<file path="src/rtl/rv32_regfile_sb.sv">
// RV32 integer register file with a busy-bit scoreboard for in-flight writebacks.
// Two read ports and one write port; x0 is hardwired to zero.
module rv32_regfile_sb #(
  parameter int unsigned XLEN      = 32,
  parameter int unsigned NREG      = 32,
  parameter int unsigned BYPASS    = 1,
  parameter int unsigned SYNC_READ = 0,
  localparam int unsigned AW       = $clog2(NREG)
) (
  input  logic            clk_i,
  input  logic            rst_in,
  input  logic [AW-1:0]   rs1_i,
  input  logic [AW-1:0]   rs2_i,
  input  logic [AW-1:0]   rd_i,
  input  logic            we_i,
  input  logic [XLEN-1:0] din_i,
  output logic [XLEN-1:0] rs1d_o,
  output logic [XLEN-1:0] rs2d_o,
  input  logic            iss_i,
  input  logic [AW-1:0]   iss_rd_i,
  output logic            haz1_o,
  output logic            haz2_o,
  output logic [NREG-1:0] busy_o
);

  localparam bit BYP = (BYPASS != 0);
  localparam bit SRD = (SYNC_READ != 0);

  logic [XLEN-1:0] mem [NREG];
  logic [NREG-1:0] busy;
  logic [NREG-1:0] busy_nxt_c;
  logic [XLEN-1:0] rd1_c;
  logic [XLEN-1:0] rd2_c;
  logic            wr_en_c;

  assign wr_en_c = we_i && (rd_i != '0);

  // Storage; entry 0 is never written so it stays at its reset value of zero.
  always_ff @(posedge clk_i or negedge rst_in) begin
    if (!rst_in) begin
      for (int unsigned i = 0; i < NREG; i++) begin
        mem[i] <= '0;
      end
    end else if (wr_en_c) begin
      mem[rd_i] <= din_i;
    end
  end

  // Read muxes with optional forwarding of the in-flight write.
  always_comb begin
    rd1_c = mem[rs1_i];
    if (BYP && wr_en_c && (rd_i == rs1_i)) rd1_c = din_i;
    if (rs1_i == '0) rd1_c = '0;
  end

  always_comb begin
    rd2_c = mem[rs2_i];
    if (BYP && wr_en_c && (rd_i == rs2_i)) rd2_c = din_i;
    if (rs2_i == '0) rd2_c = '0;
  end

  generate
    if (SRD) begin : g_sync_read
      logic [XLEN-1:0] rd1_q;
      logic [XLEN-1:0] rd2_q;

      always_ff @(posedge clk_i or negedge rst_in) begin
        if (!rst_in) begin
          rd1_q <= '0;
          rd2_q <= '0;
        end else begin
          rd1_q <= rd1_c;
          rd2_q <= rd2_c;
        end
      end

      assign rs1d_o = rd1_q;
      assign rs2d_o = rd2_q;
    end else begin : g_comb_read
      // Gate with reset so a forwarded din_i cannot leak out while in reset.
      assign rs1d_o = rst_in ? rd1_c : '0;
      assign rs2d_o = rst_in ? rd2_c : '0;
    end
  endgenerate

  // Scoreboard next state: writeback clears, issue sets, set wins on collision.
  always_comb begin
    busy_nxt_c = busy;
    if (we_i) busy_nxt_c[rd_i] = 1'b0;
    if (iss_i && (iss_rd_i != '0)) busy_nxt_c[iss_rd_i] = 1'b1;
    busy_nxt_c[0] = 1'b0;
  end

  always_ff @(posedge clk_i or negedge rst_in) begin
    if (!rst_in) begin
      busy <= '0;
    end else begin
      busy <= busy_nxt_c;
    end
  end

  assign busy_o = busy;
  assign haz1_o = busy[rs1_i] & ~(BYP & we_i & (rd_i == rs1_i)) & (rs1_i != '0);
  assign haz2_o = busy[rs2_i] & ~(BYP & we_i & (rd_i == rs2_i)) & (rs2_i != '0);

endmodule

</file>
<file path="config.mk">
export PLATFORM = sky130hd
export DESIGN_NAME = rv32_regfile_sb
export DESIGN_NICKNAME = d
export VERILOG_FILES = /design/src/rtl/rv32_regfile_sb.sv
export SDC_FILE = /design/constraint.sdc
export NUM_CORES = 2
export LEC_CHECK = 0
export BUFFER_PORTS_ARGS = -buffer_cell sky130_fd_sc_hd__clkbuf_2
export CORE_MARGIN = 5
export CORE_UTILIZATION = 54
export DETAILED_ROUTE_END_ITERATION = 7
export HOLD_SLACK_MARGIN = 0.12
export PLACE_DENSITY = 0.71
export REMOVE_ABC_BUFFERS = 1
export SYNTH_ARGS = -nofsm -noshare
export SYNTH_HDL_FRONTEND = slang
export SYNTH_SLANG_ARGS = --single-unit
export TNS_END_PERCENT = 30
</file>
<file path="constraint.sdc">
create_clock -name clk_i -period 3.75 [get_ports clk_i]
set_input_delay 0.5625 -clock clk_i [delete_from_list [all_inputs] [get_ports clk_i]]
set_output_delay 0.5625 -clock clk_i [all_outputs]
set_load 0.05 [all_outputs]
</file>
==> Word-level counts from Yosys, hierarchy flattened <==
Index checks and enable logic that the tools add are counted.
{ "totals": {"latch_bits": 0, "word_cells": 97, "in_bits": 56, "ramBits": 0, "out_inout_bits": 98, "regBits": 1055, "mem_bits_ro": 0, "memories": 0} }
{ "classes": {"mul": 0, "add_sub_neg": 0, "order_cmp": 10, "bitwise_logic": 14, "eq_ne": 2, "n_reduce_logical": 13, "shift": 0, "n_div": 0, "n_mux": 25} }
{ "ops": {"columns": ["op", "count"], "rows": [
  ["$bwmux W1024", 1],
  ["$mux W32", 13],
  ["$bmux W32 S5", 2],
  ["$demux W32 S5", 1],
  ["$and A32 B32 Y32", 1],
  ["$not A32 Y32", 1],
  ["$or A32 B32 Y32", 1],
  ["$lt A5 B6 Y1 const B", 4],
  ["$reduce_bool A5 Y1", 4],
  ["$ge A6 B6 Y1 const B", 3],
  ["$not A5 Y6", 3],
  ["$bmux W1 S5", 2],
  ["$demux W1 S5", 2],
  ["$eq A5 B5 Y1", 2],
  ["$ge A5 B1 Y1 const B", 2],
  ["$logic_not A5 Y1", 2],
  ["$logic_and A1 B1 Y1", 7],
  ["$and A1 B1 Y1", 6],
  ["$lt A6 B1 Y1 const B", 1],
  ["$mux W1", 4],
  ["$not A1 Y1", 2]
]} }

==> Depth between registers and ports, before layout <==
{ "logic_depth": {"depth_word": 9, "depth_mapped": 11, "ltp_nobuf": 6} }

==> Worst setup path after synthesis <==
Ideal clock, no wire load.
{ "synth_path": {"path_kind": "input to output", "startpoint": "input rs1_i[0]", "endpoint": "output rs1d_o[15]", "required_time_ns": 3.188, "slack_ns": 0.121, "path_buffers": 3, "arrival_time_ns": 3.066, "stages": 8, "path_cell_list": "buf_4 buf_8 buf_6 mux2i_1 a221oi_1 nor3_1 o32a_1 a211oi_1"} }
{ "synth_via": {"elab_chain_cells": 7, "elab_cells_between_ends": 10, "classes_between": "1 x eq/ne; 6 x mux; 1 x bitwise; 2 x reduce/logical"} }
{ "synth_rtl": {"columns": ["element", "line", "source"], "rows": [
  ["start: declaration", "12", "input logic [AW-1:0] rs1_i,"],
  ["$not A5 Y6 (implied by the code)", "51", "rd1_c = mem[rs1_i];"],
  ["$bmux W32 S5", "51", null],
  ["$mux W32 (implied by the code) (2 in a row)", "51", null],
  ["$mux W32", "52", "if (BYP && wr_en_c && (rd_i == rs1_i)) rd1_c = din_i;"],
  ["$mux W32 *", "53", "if (rs1_i == '0) rd1_c = '0;"],
  ["$mux W32 *", "81", "assign rs1d_o = rst_in ? rd1_c : '0;"],
  ["end: declaration", "17", "output logic [XLEN-1:0] rs1d_o,"]
]} }
Every way passes the cells marked *; elsewhere a longest branch is shown, timed or not. The select of a mux whose other input is x is not followed.

==> Final worst setup path <==
{ "layout_path": {"startpoint": "input rs2_i[1]", "endpoint": "output rs2d_o[11]"} }
{ "layout_via": {"elab_chain_cells": 7, "elab_cells_between_ends": 10, "classes_between": "1 x eq/ne; 6 x mux; 1 x bitwise; 2 x reduce/logical"} }
{ "layout_rtl": {"columns": ["element", "line", "source"], "rows": [
  ["start: declaration", "13", "input logic [AW-1:0] rs2_i,"],
  ["$not A5 Y6 (implied by the code)", "57", "rd2_c = mem[rs2_i];"],
  ["$bmux W32 S5", "57", null],
  ["$mux W32 (implied by the code) (2 in a row)", "57", null],
  ["$mux W32", "58", "if (BYP && wr_en_c && (rd_i == rs2_i)) rd2_c = din_i;"],
  ["$mux W32 *", "59", "if (rs2_i == '0) rd2_c = '0;"],
  ["$mux W32 *", "82", "assign rs2d_o = rst_in ? rd2_c : '0;"],
  ["end: declaration", "18", "output logic [XLEN-1:0] rs2d_o,"]
]} }
Marks and branches as above.

==> flow_summary.yaml <==
setup_path:
  worst-path-max-fanout: 38
  start_kind: "input port"
  required_ps: 3190
  rrSetupSlack_ps: 2920
  worst_setup_path_end_kind: "output pin"
  arrival_ps: 3250
  path_class: "input port to output pin"
finish:
  drive_gt1_share_pct: 47.3
  utilization_pct: 61.6
  nets: 4358
  final_common_cell: "mux2_2"
  area_growth_pct: 12.8
  final_cell_mix: "mux2_2, dfrtp_1, mux4_2"
clocking:
  clk_pin_slew_ps: 60
  cts_sinks: 1055
  ctsRootBufferMaster: "clkbuf_16"
  clk_path_buf_depth: 3
  cts_max_level: 3
  numCtsBuffers: 112
  clk_latency_ps: 700
  cts_tree: "built"
floorplanning:
  die_w_um: 337
  fp.coreArea_um2: 106000
  rows: 119
  dieHeight_um: 337
  start_util_pct: 54.6
  die-area_um2: 113000
  ios: 154
detailed_routing:
  ant_nets: 0
  vias: 40800
  drtIter0Drc: 4591
  wl_um: 194000
  post-route-drc-count: 0
  wl_per_cell_um: 33.4
  first_pass_iters: 6
  viasPerCell: 7.05
logic_synthesis:
  synth_edf_count: 0
  yosys-top-cells-area: "dfrtp_1, mux2_2, mux4_2"
  synth_area_leader_cell: "dfrtp_1"
  ys_warn_count: 0
  synth-seq-cells: 1055
  syn_area_per_cell_um2: 13.7
  synth_top_area_share_pct: 45.8
  postSynthCellCount: 4224
  synth_async_sr_flop_share_pct: 100
  synth_area_um2: 57700
  yosysUniqueCellTypes: 63
  yosysSeqAreaShare_pct: 45.8
  ys.flop_type: "dfrtp_1"
timing:
  report.final.slew_viol_count: 0
  fmax_mhz: 263
  whs_ps: 244
  setup_violations: 1
  rsz0062_at_grt: "true"
  min_period_over_period_pct: 102
  slew_headroom_pct: 21.0
  finClkSkew_ps: 0
  tightest_slew_ps: 1190
  fin_crit_ps: 3810
  hold_viol_final: 0
  fin_ws_ps: -57.7
run_status:
  run_status: "complete, but fails checks"
  violations: "setup timing"
power_and_ir_drop:
  clkPwrFrac_pct: 32.8
  switchingPower_mw: 9.97
  power.density_nw_per_um2: 524
  netSwitchingFraction_pct: 29.2
  leakage_nw: 28.7
  vdd_drop_max_v: 0.000351
  intPower_mw: 24.2
  p_seq_share_pct: 44.6
  comb_power_share_pct: 22.6
grt:
  track_usage_pct: 34.1
  grt_pass1_vias: 41600
  antenna_found_initial: 2
  grt_first_pass_wirelength_um: 286000
  grt_overflow: 0
  grt_max_degree: 176
placed_design:
  detailedPlace.worstSlack_ps: -345
  hpwlAfterDp_um: 117000
  routabilityCongestion: 0.879
  numPortBuffers: 152
worst_hold_path:
  min_path_type: "input port to register"
flow_run:
  timing.max_cap.violations: 0
==> per-stage QoR <==
stage | power, mW | std cells | cell area (µm²) | TNS [ps]
2_1_floorplan | 20.0 | 3763 | 55300 | -4160
3_3_place_gp | 22.7 | 5578 | 61400 | -463
4_1_cts | 34.1 | 5787 | 65100 | 0
5_1_grt | 35.5 | 5787 | 65100 | -3.18
6_report | 34.1 | 5788 | 65100 | -57.7
3_5_place_dp | 23.0 | 5578 | 61400 | -582
==> worst max-delay path, cell delays in order <==
cell	delay, ps
clkbuf_8	150
buf_12	200
buf_12	310
xnor2_1	110
and3_1	260
and2_2	240
buf_12	180
a2111oi_1	640
buf_4	230
nor3_1	50
clkbuf_2	250
==> worst paths after layout <==
check	startpoint	endpoint	cells after the start
max	rs2_i[1]	rs2d_o[11]	11
min in group asynchronous	rst_in	mem[920]$_DFFE_PN0P_	2
min	din_i[15]	mem[495]$_DFFE_PN0P_	2
max reg2reg	mem[802]$_DFFE_PN0P_	mem[802]$_DFFE_PN0P_	1
max in group asynchronous	rst_in	mem[698]$_DFFE_PN0P_	4
min reg2reg	mem[1005]$_DFFE_PN0P_	mem[1005]$_DFFE_PN0P_	0
==> synth_stat cells (all sizes together), types with 4 or more instances <==
master   count
a2111oi     29
a211oi      40
a21o         6
a21oi       76
a221o       21
a221oi      49
a222oi       6
a22o        28
a22oi       30
a311oi      14
a31oi       17
a32oi        7
and2         5
and3         6
buf        176
clkbuf     285
dfrtp     1055
inv          5
mux2      1056
mux2i      304
mux4       364
nand2      183
nand2b      10
nand3       33
nand3b       8
nand4        4
nor2       108
nor2b       21
nor3        45
nor3b        9
nor4         8
o211a        7
o211ai       4
o21ai      100
o22ai       62
o311ai       6
o31ai        4
or2          4
xnor2        6
xor2         4
==> sequential cells by signal, summed over array words and instances (netlist names) <==
name	cells
busy_o	31
mem	1024
==> kinds of logic after synthesis <==
kind of cell	Yosys count	share of synthesized area, %
multiplexers	1724	40.1
other	1	0.00650
flip-flops	1055	45.8
AO/OA/AOI/OAI	518	6.29
XOR/XNOR	10	0.152
buffers and inverters	468	4.15
AND/OR/NAND/NOR	448	3.52
==> per-layer routing <==
layer	share of wire (%)	up-vias	GRT usage [%]	wire length, µm
met5	0.0036	-	0	7
met4	6.7	2	17.8	12900
met3	10	700	8.29	20300
met2	45	2446	51.9	86400
met1	38	21400	46.1	73900
li1	-	16300	-	-
==> repair_timing <==
action	CTS	global route
endpoints found under the hold margin	95	0
hold buffers	1	0
buffers inserted	0	0
endpoints found under the setup margin	3	5
resized for setup	6	6
pin swaps	1	0
==> power by group through the flow <==
stage / Combinational (mW) / Sequential [mW] / Clock (mW)
final: 7.72 / 15.2 / 11.2
after global routing: 8.23 / 15.5 / 11.7
after CTS: 7.68 / 15.2 / 11.3
after detailed placement: 7.64 / 15.3 / 0
after global placement: 7.47 / 15.2 / 0
after floorplan: 4.99 / 15.1 / 0
==> cell type report <==
cell class	count	area [µm²]
antenna	1	2.50
sequential	1055	26400
inverter	7	27.5
clock buffer	174	3290
multi-input combinational	2701	29200
clock inverter	34	375
tap	1391	1740
timing repair buffer	425	4080
fill	7976	40600
Power figures use the tool's default switching activity.
